$ cat src/rtl/deserializer_pkg.sv
// deserializer_pkg
//   Shared types and constants for the serial-to-parallel front stage.
//   - deser_state_t       : FILL (collecting bits) / HOLD (word awaiting ack)
//   - DESER_WIDTH_DEFAULT : default number of bits per assembled word
//   - WORD_COUNT_W        : width of the acknowledged-word counter
package deserializer_pkg;

  typedef enum logic {FILL = 1'b0, HOLD = 1'b1} deser_state_t;

  localparam int DESER_WIDTH_DEFAULT = 8;
  localparam int WORD_COUNT_W        = 8;

endpackage

$ cat src/rtl/deserializer.sv
// deserializer
//   Assembles WIDTH serial bits (MSB first) into a word and offers it to the
//   downstream queue with a ready/ack handshake.
//
// Ports
//   clock_1MHz  in   system clock, all logic on the rising edge
//   rst         in   synchronous active-high reset
//   data_in     in   serial bit, taken when write_in=1 and status_out=1
//   write_in    in   bit strobe, one bit per high cycle
//   ack_in      in   downstream consumed the word (only looked at in HOLD)
//   status_out  out  1 while accepting serial bits (FILL)
//   data_out    out  last completed word, stable until the next one completes
//   data_ready  out  1 while data_out holds an unacknowledged word (HOLD)
//   word_count  out  acknowledged words, modulo 256
module deserializer
  import deserializer_pkg::*;
#(
  parameter int WIDTH = DESER_WIDTH_DEFAULT
) (
  input  logic                    clock_1MHz,
  input  logic                    rst,
  input  logic                    data_in,
  input  logic                    write_in,
  input  logic                    ack_in,
  output logic                    status_out,
  output logic [WIDTH-1:0]        data_out,
  output logic                    data_ready,
  output logic [WORD_COUNT_W-1:0] word_count
);

  localparam int CNT_W = $clog2(WIDTH);
  localparam logic [CNT_W-1:0] LAST_BIT = CNT_W'(WIDTH - 1);

  deser_state_t     state;
  logic [CNT_W-1:0] bit_cnt;

  // The top bit of a WIDTH-bit shift register would be pushed out before it
  // is ever read (the completing bit is merged straight into data_out), so
  // only the low WIDTH-1 bits are kept.
  logic [WIDTH-2:0] shift;

  always_ff @(posedge clock_1MHz) begin
    if (rst) begin
      state      <= FILL;
      shift      <= '0;
      bit_cnt    <= '0;
      data_out   <= '0;
      word_count <= '0;
    end else if (state == FILL) begin
      // ack_in has no effect here
      if (write_in) begin
        shift <= {shift[WIDTH-3:0], data_in};
        if (bit_cnt == LAST_BIT) begin
          data_out <= {shift, data_in};
          bit_cnt  <= '0;
          state    <= HOLD;
        end else begin
          bit_cnt <= bit_cnt + 1'b1;
        end
      end
    end else begin
      // HOLD: strobes are dropped; the first sampled ack releases the word
      if (ack_in) begin
        state      <= FILL;
        word_count <= word_count + 1'b1;
      end
    end
  end

  // Decoded from the state register only: no input-to-output path.
  assign status_out = (state == FILL);
  assign data_ready = (state == HOLD);

endmodule

$ cat config.mk
export PLATFORM = sky130hd
export DESIGN_NAME = deserializer
export DESIGN_NICKNAME = d
export VERILOG_FILES = /design/src/rtl/deserializer_pkg.sv /design/src/rtl/deserializer.sv
export SDC_FILE = /design/constraint.sdc
export NUM_CORES = 1
export LEC_CHECK = 0
export CAP_MARGIN = 30
export CORE_ASPECT_RATIO = 0.7
export CORE_UTILIZATION = 44
export CTS_BUF_LIST = sky130_fd_sc_hd__clkbuf_8 sky130_fd_sc_hd__clkbuf_16
export CTS_CLUSTER_DIAMETER = 60
export DETAILED_ROUTE_END_ITERATION = 10
export HOLD_SLACK_MARGIN = 0.06
export PLACE_DENSITY = 0.79
export SYNTH_ARGS = -nofsm -noshare
export SYNTH_HDL_FRONTEND = slang
export SYNTH_SLANG_ARGS = --single-unit
$ cat constraint.sdc
create_clock -name clock_1MHz -period 1.4 [get_ports clock_1MHz]
set_clock_uncertainty 0.05 [all_clocks]
set_input_delay 0.21 -clock clock_1MHz [delete_from_list [all_inputs] [get_ports clock_1MHz]]
set_output_delay 0.21 -clock clock_1MHz [all_outputs]
set_load 0.01 [all_outputs]
* Word-level counts from Yosys, hierarchy flattened
Cells that the tools add are included.
Storage, ports and cells: register bits 27, bits in latches 0, RAM bits 0, ROM bits 0, input bits 5, output and inout port bits 18, word-level logic and storage cells 17, memories kept 0
Operators by class: $add $sub $neg 2, multiply operators 0, divide/modulo/power cells 0, order comparisons 0, equal/unequal tests 1, shift operators 0, mux-type cells 5, bitwise gates (word level) 1, reduce and logical (&&, ||, !) cells 3
Operators with widths (number):
- $add 8x1->8 const B | 1
- $mux 1 | 4
- $reduce_and 2->1 | 2
- $add 3x1->3 const B | 1
- $eq 3x3->1 const B | 1
- $mux 3 | 1
- $reduce_and 3->1 | 1
- $not 1->1 | 1

* Logic depth before layout (Yosys ltp)
Gate-level depths: netlist of run 1.
depth after elaboration 4, gate-level depth with buffers 6, gate-level depth less buffers 5

* Worst setup path after synthesis of run 1
OpenSTA, ideal clock, no wires.
kind register to register, start point register state (netlist: data_ready), end point register word_count[7], library setup time 70 ps, arrival time 1175 ps, required time 1280 ps, path slack 105 ps, cell stages (with the launch flop) 5, path buffers 1, clock period less this slack 1295 ps, path through dfxtp_1 buf_4 nand4_2 or4_1 a21oi_1
On the way: word-level cells in the longest chain between the ends 1
Ends and longest elaborated chain:
- start, declared | line deserializer.sv:34 | deser_state_t state;
- start signal, assigned | line deserializer.sv:44 | state <= FILL;
- start signal, assigned | line deserializer.sv:56 | state <= HOLD;
- start signal, assigned | line deserializer.sv:64 | state <= FILL;
- $reduce_and 2->1 (no line)
- end signal, assigned | line deserializer.sv:65 | word_count <= word_count + 1'b1;
- end, declared | line deserializer.sv:28 | output logic [WORD_COUNT_W-1:0] word_count
Every way passes these cells. A chain may end at the register's enable or synchronous reset.

* Worst setup path in the final report of run 1
start point register word_count[5], end point register word_count[7]
On the way: word-level cells in the longest chain between the ends 1
Ends and longest elaborated chain (line):
- $add 8x1->8 | deserializer.sv:65
Every way passes these cells.

==> results of run 1 <==
## state kept, by name, indices dropped and copies added (netlist names)
signal / cells
data_out: 8
word_count: 8
shift: 7
bit_cnt: 3
data_ready: 1
## through the flow
stage	hold slack (ns)	area (µm²)	setup TNS, ns	worst slack (ns)	util
finish	0.255	1400	0	0.0712	0.629
global placement	0.393	1360	-0.761	-0.180	0.610
floorplan	0.296	1070	0	0.105	-
detailed placement	0.404	1360	-1.19	-0.241	0.610
CTS	0.416	1390	0	0.000605	0.624
global route	0.269	1400	0	0.00387	0.629
## layout by cell type, fill, tap and decap left out, types with 2 or more instances in the layout
master / netlist / layout
nand4_2: 2 / 2
buf_4: 2 / 5
ha_1: 3 / 3
or3_1: 4 / 4
clkbuf_8: 0 / 3
dfxtp_1: 27 / 22
inv_1: 3 / 3
nand2_1: 28 / 28
dlygate4sd2_1: 0 / 17
clkdlybuf4s50_1: 0 / 3
o21ai_0: 4 / 4
dfxtp_2: 0 / 5
nand3_1: 11 / 11
a21oi_1: 24 / 23
nor2_1: 4 / 4
dlymetal6s2s_1: 0 / 2
nand2b_1: 2 / 2
nand3b_1: 2 / 2
## area by class of cell
cell class | instances | area [µm²] | share of cell area
Timing Repair Buffer | 29 | 273 | 0.195
Multi-Input combinational cell | 90 | 483 | 0.345
Sequential cell | 27 | 547 | 0.391
Tap cell | 32 | 40.0 | 0.0286
Inverter | 3 | 11.3 | 0.00804
Clock buffer | 3 | 41.3 | 0.0295
Clock inverter | 1 | 5.00 | 0.00357
## report_power, final
group | total (µW) | internal, µW | switching, µW
logic | 66.0 | 29.2 | 36.8
clock network | 440 | 200 | 241
registers | 781 | 775 | 5.82
## worst max-delay path, delay by kind of cell, from the launching register on
family | cells | cell delay (ns)
simple gates | 2 | 0.65
flops | 1 | 0.41
compound gates | 1 | 0.15
## worst max-delay path by stage
| stage | from | endpoint | slack (ns) | depth (start not counted) |
|---|---|---|---|---|
| detailed placement | ack_in | word_count[7] | -0.24 | 4 |
| floorplan | data_ready | word_count[7] | 0.10 | 4 |
| finish | word_count[5] | word_count[7] | 0.07 | 3 |
| global route | word_count[0] | word_count[4] | 0.004 | 5 |
| global placement | ack_in | word_count[7] | -0.18 | 4 |
| CTS | data_out[5] | data_out[5] | 0.0006 | 1 |
## logic make-up (layout without fill, tap and decap cells)
logic type | Yosys count | after routing | share of synthesized area
AOI/OAI and AO/OA | 29 | 29 | 0.138
DFF | 27 | 27 | 0.505
adders and majority gates | 3 | 3 | 0.0351
and+or+nand+nor | 55 | 55 | 0.249
xor gates and xnor gates | 2 | 2 | 0.0164
muxes | 1 | 1 | 0.00936
buffers and inverters | 11 | 36 | 0.0468
## per-layer routing
layer  routed length [µm]  part of all wire  vias to the layer above  global-route usage
met5                    0                 0                        -                   0
met3                  192             0.079                        5              0.0610
met4                   45             0.019                        0              0.0727
met1                  980              0.41                      444               0.246
li1                     -                 -                      480                   -
met2                 1200              0.50                       50               0.316
## repair_timing
| action | CTS | global route |
|---|---|---|
| endpoints found under the setup margin | 17 | 4 |
| resized for setup | 22 | 4 |
| gates cloned | 0 | 0 |
==> results.sh, run 1 <==
export IMPL_drt_first_iter_violations=41
export IMPL_grt_pass1_vias=898
export IMPL_dp_hpwl_um=1740
export IMPL_area_growth_pct=30.9
export IMPL_syn_inst=128
export IMPL_relSlewSlack=0.752
export IMPL_clock_sink_count=27
export IMPL_ant_nets=0
export IMPL_routed_wl_um=2420
export IMPL_async_reset_ff_frac=0
export IMPL_worst_pin_slew_ns=0.372
export IMPL_rows=14
export IMPL_finalCriticalPeriod_ns=1.33
export IMPL_worstPathCellList="nand4_2, or4_1, a21oi_1"
export IMPL_synth_top_area_cell="dfxtp_1"
export IMPL_cp_slowest_cell="or4_1"
export IMPL_finalNonFillerCells=185
export IMPL_cp_start_kind="register"
export IMPL_antenna_found_initial=0
export IMPL_worstSkewPairLatency_ns=0.28
export IMPL_num_io_pins=23
export IMPL_syn_nets=136
export IMPL_die_w_um=60.9
export IMPL_synth_top_area_share=0.505
export IMPL_worstPathRequired_ns=1.57
export IMPL_hp_start="ack_in"
export IMPL_yosysMostFrequentCell="nand2_1"
export IMPL_powerDensity_nw_per_um2=920
export IMPL_syn_area_per_cell_um2=8.36
export IMPL_finalWeightedCongestion=0.731
export IMPL_cts_hold_buffers=0
export IMPL_critPathArrivalTime_ns=1.49
export IMPL_p_leak_uw=0.000595
export IMPL_first_pass_iters=4
export IMPL_wl_per_cell_um=13.1
export IMPL_total_power_uw=1290
export IMPL_cts_tree="yes"
export IMPL_layout_drive_gt1_share=0.124
export IMPL_initial_core_util=0.481
export IMPL_fill_cells=199
export IMPL_ys_seq_elements=27
export IMPL_vias_per_cell=5.29
export IMPL_synth_top_flop_cell="dfxtp_1"
export IMPL_syn_cell_area_um2=1070
export IMPL_die_h_um=43.3
export IMPL_htreeDepth=1
export IMPL_hold_depth=3
export IMPL_status="finished clean"
export IMPL_cts_root_buffer="clkbuf_8"
export IMPL_n_antenna_cell=0
export IMPL_post_cts_setup_buffers=0
export IMPL_grt_total_usage=0.197
export IMPL_end_kind="register"
export IMPL_clk_pin_slew_ns=0.09
export IMPL_worstHoldPathType="in2reg"
export IMPL_placed_cells_incl_taps=181
export IMPL_grt_overflow=0
export IMPL_ys_warn_count=0
export IMPL_ir_worst_vdd_mv=0.587
export IMPL_r2r_start="word_count[5]"
export IMPL_grt_max_degree=28
export IMPL_io_buffers=22
export IMPL_r2r_end="word_count[7]"
export IMPL_synthTopCellsByArea="dfxtp_1 51%, a21oi_1 11%, nand2_1 9.8%"
export IMPL_ff2ff_path_depth=3
export IMPL_grt_pass1_wl_um=3800
export IMPL_min_period_over_period=0.949
export IMPL_ys_seq_area_frac=0.505
export IMPL_max_cap_violations=0
export IMPL_synthDistinctLibCells=22
export IMPL_r2r_slack_ns=0.07
export IMPL_hold_violations=0
export IMPL_report_final_slew_viol_count=0
export IMPL_drcViolationCount=0
export IMPL_cts_buffer_depth=2
export IMPL_fmax_ghz=0.753
export IMPL_core_um2=2220
export IMPL_dieArea_um2=2640
export IMPL_critical_path_class="reg2reg"
export IMPL_grt_setup_unrepaired="no"
export IMPL_synth_common_cells="28 x nand2_1, 27 x dfxtp_1, 24 x a21oi_1, 11 x nand3_1"
export IMPL_cp_max_fo=4
export IMPL_cpPeakStageDelay_ns=0.49
export IMPL_vias=979
export IMPL_synth_edf_count=0
export IMPL_finalSetupViolations=0
export IMPL_layout_nets=162
export IMPL_numCtsBuffers=3
export IMPL_min_to="word_count[1]"
Power figures use the tool's default switching activity.
==> run 2, diff against run 1 <==
Settings changed: CTS_CLUSTER_DIAMETER 60 to 40.
==> results of run 2 <==
Final layout, timing and power as in run 1 (identical DEF).
==> run 3, diff against run 2 <==
Settings changed: CTS_CLUSTER_SIZE set to 40.
==> results of run 3 <==
Final layout, timing and power as in run 1 (identical DEF).
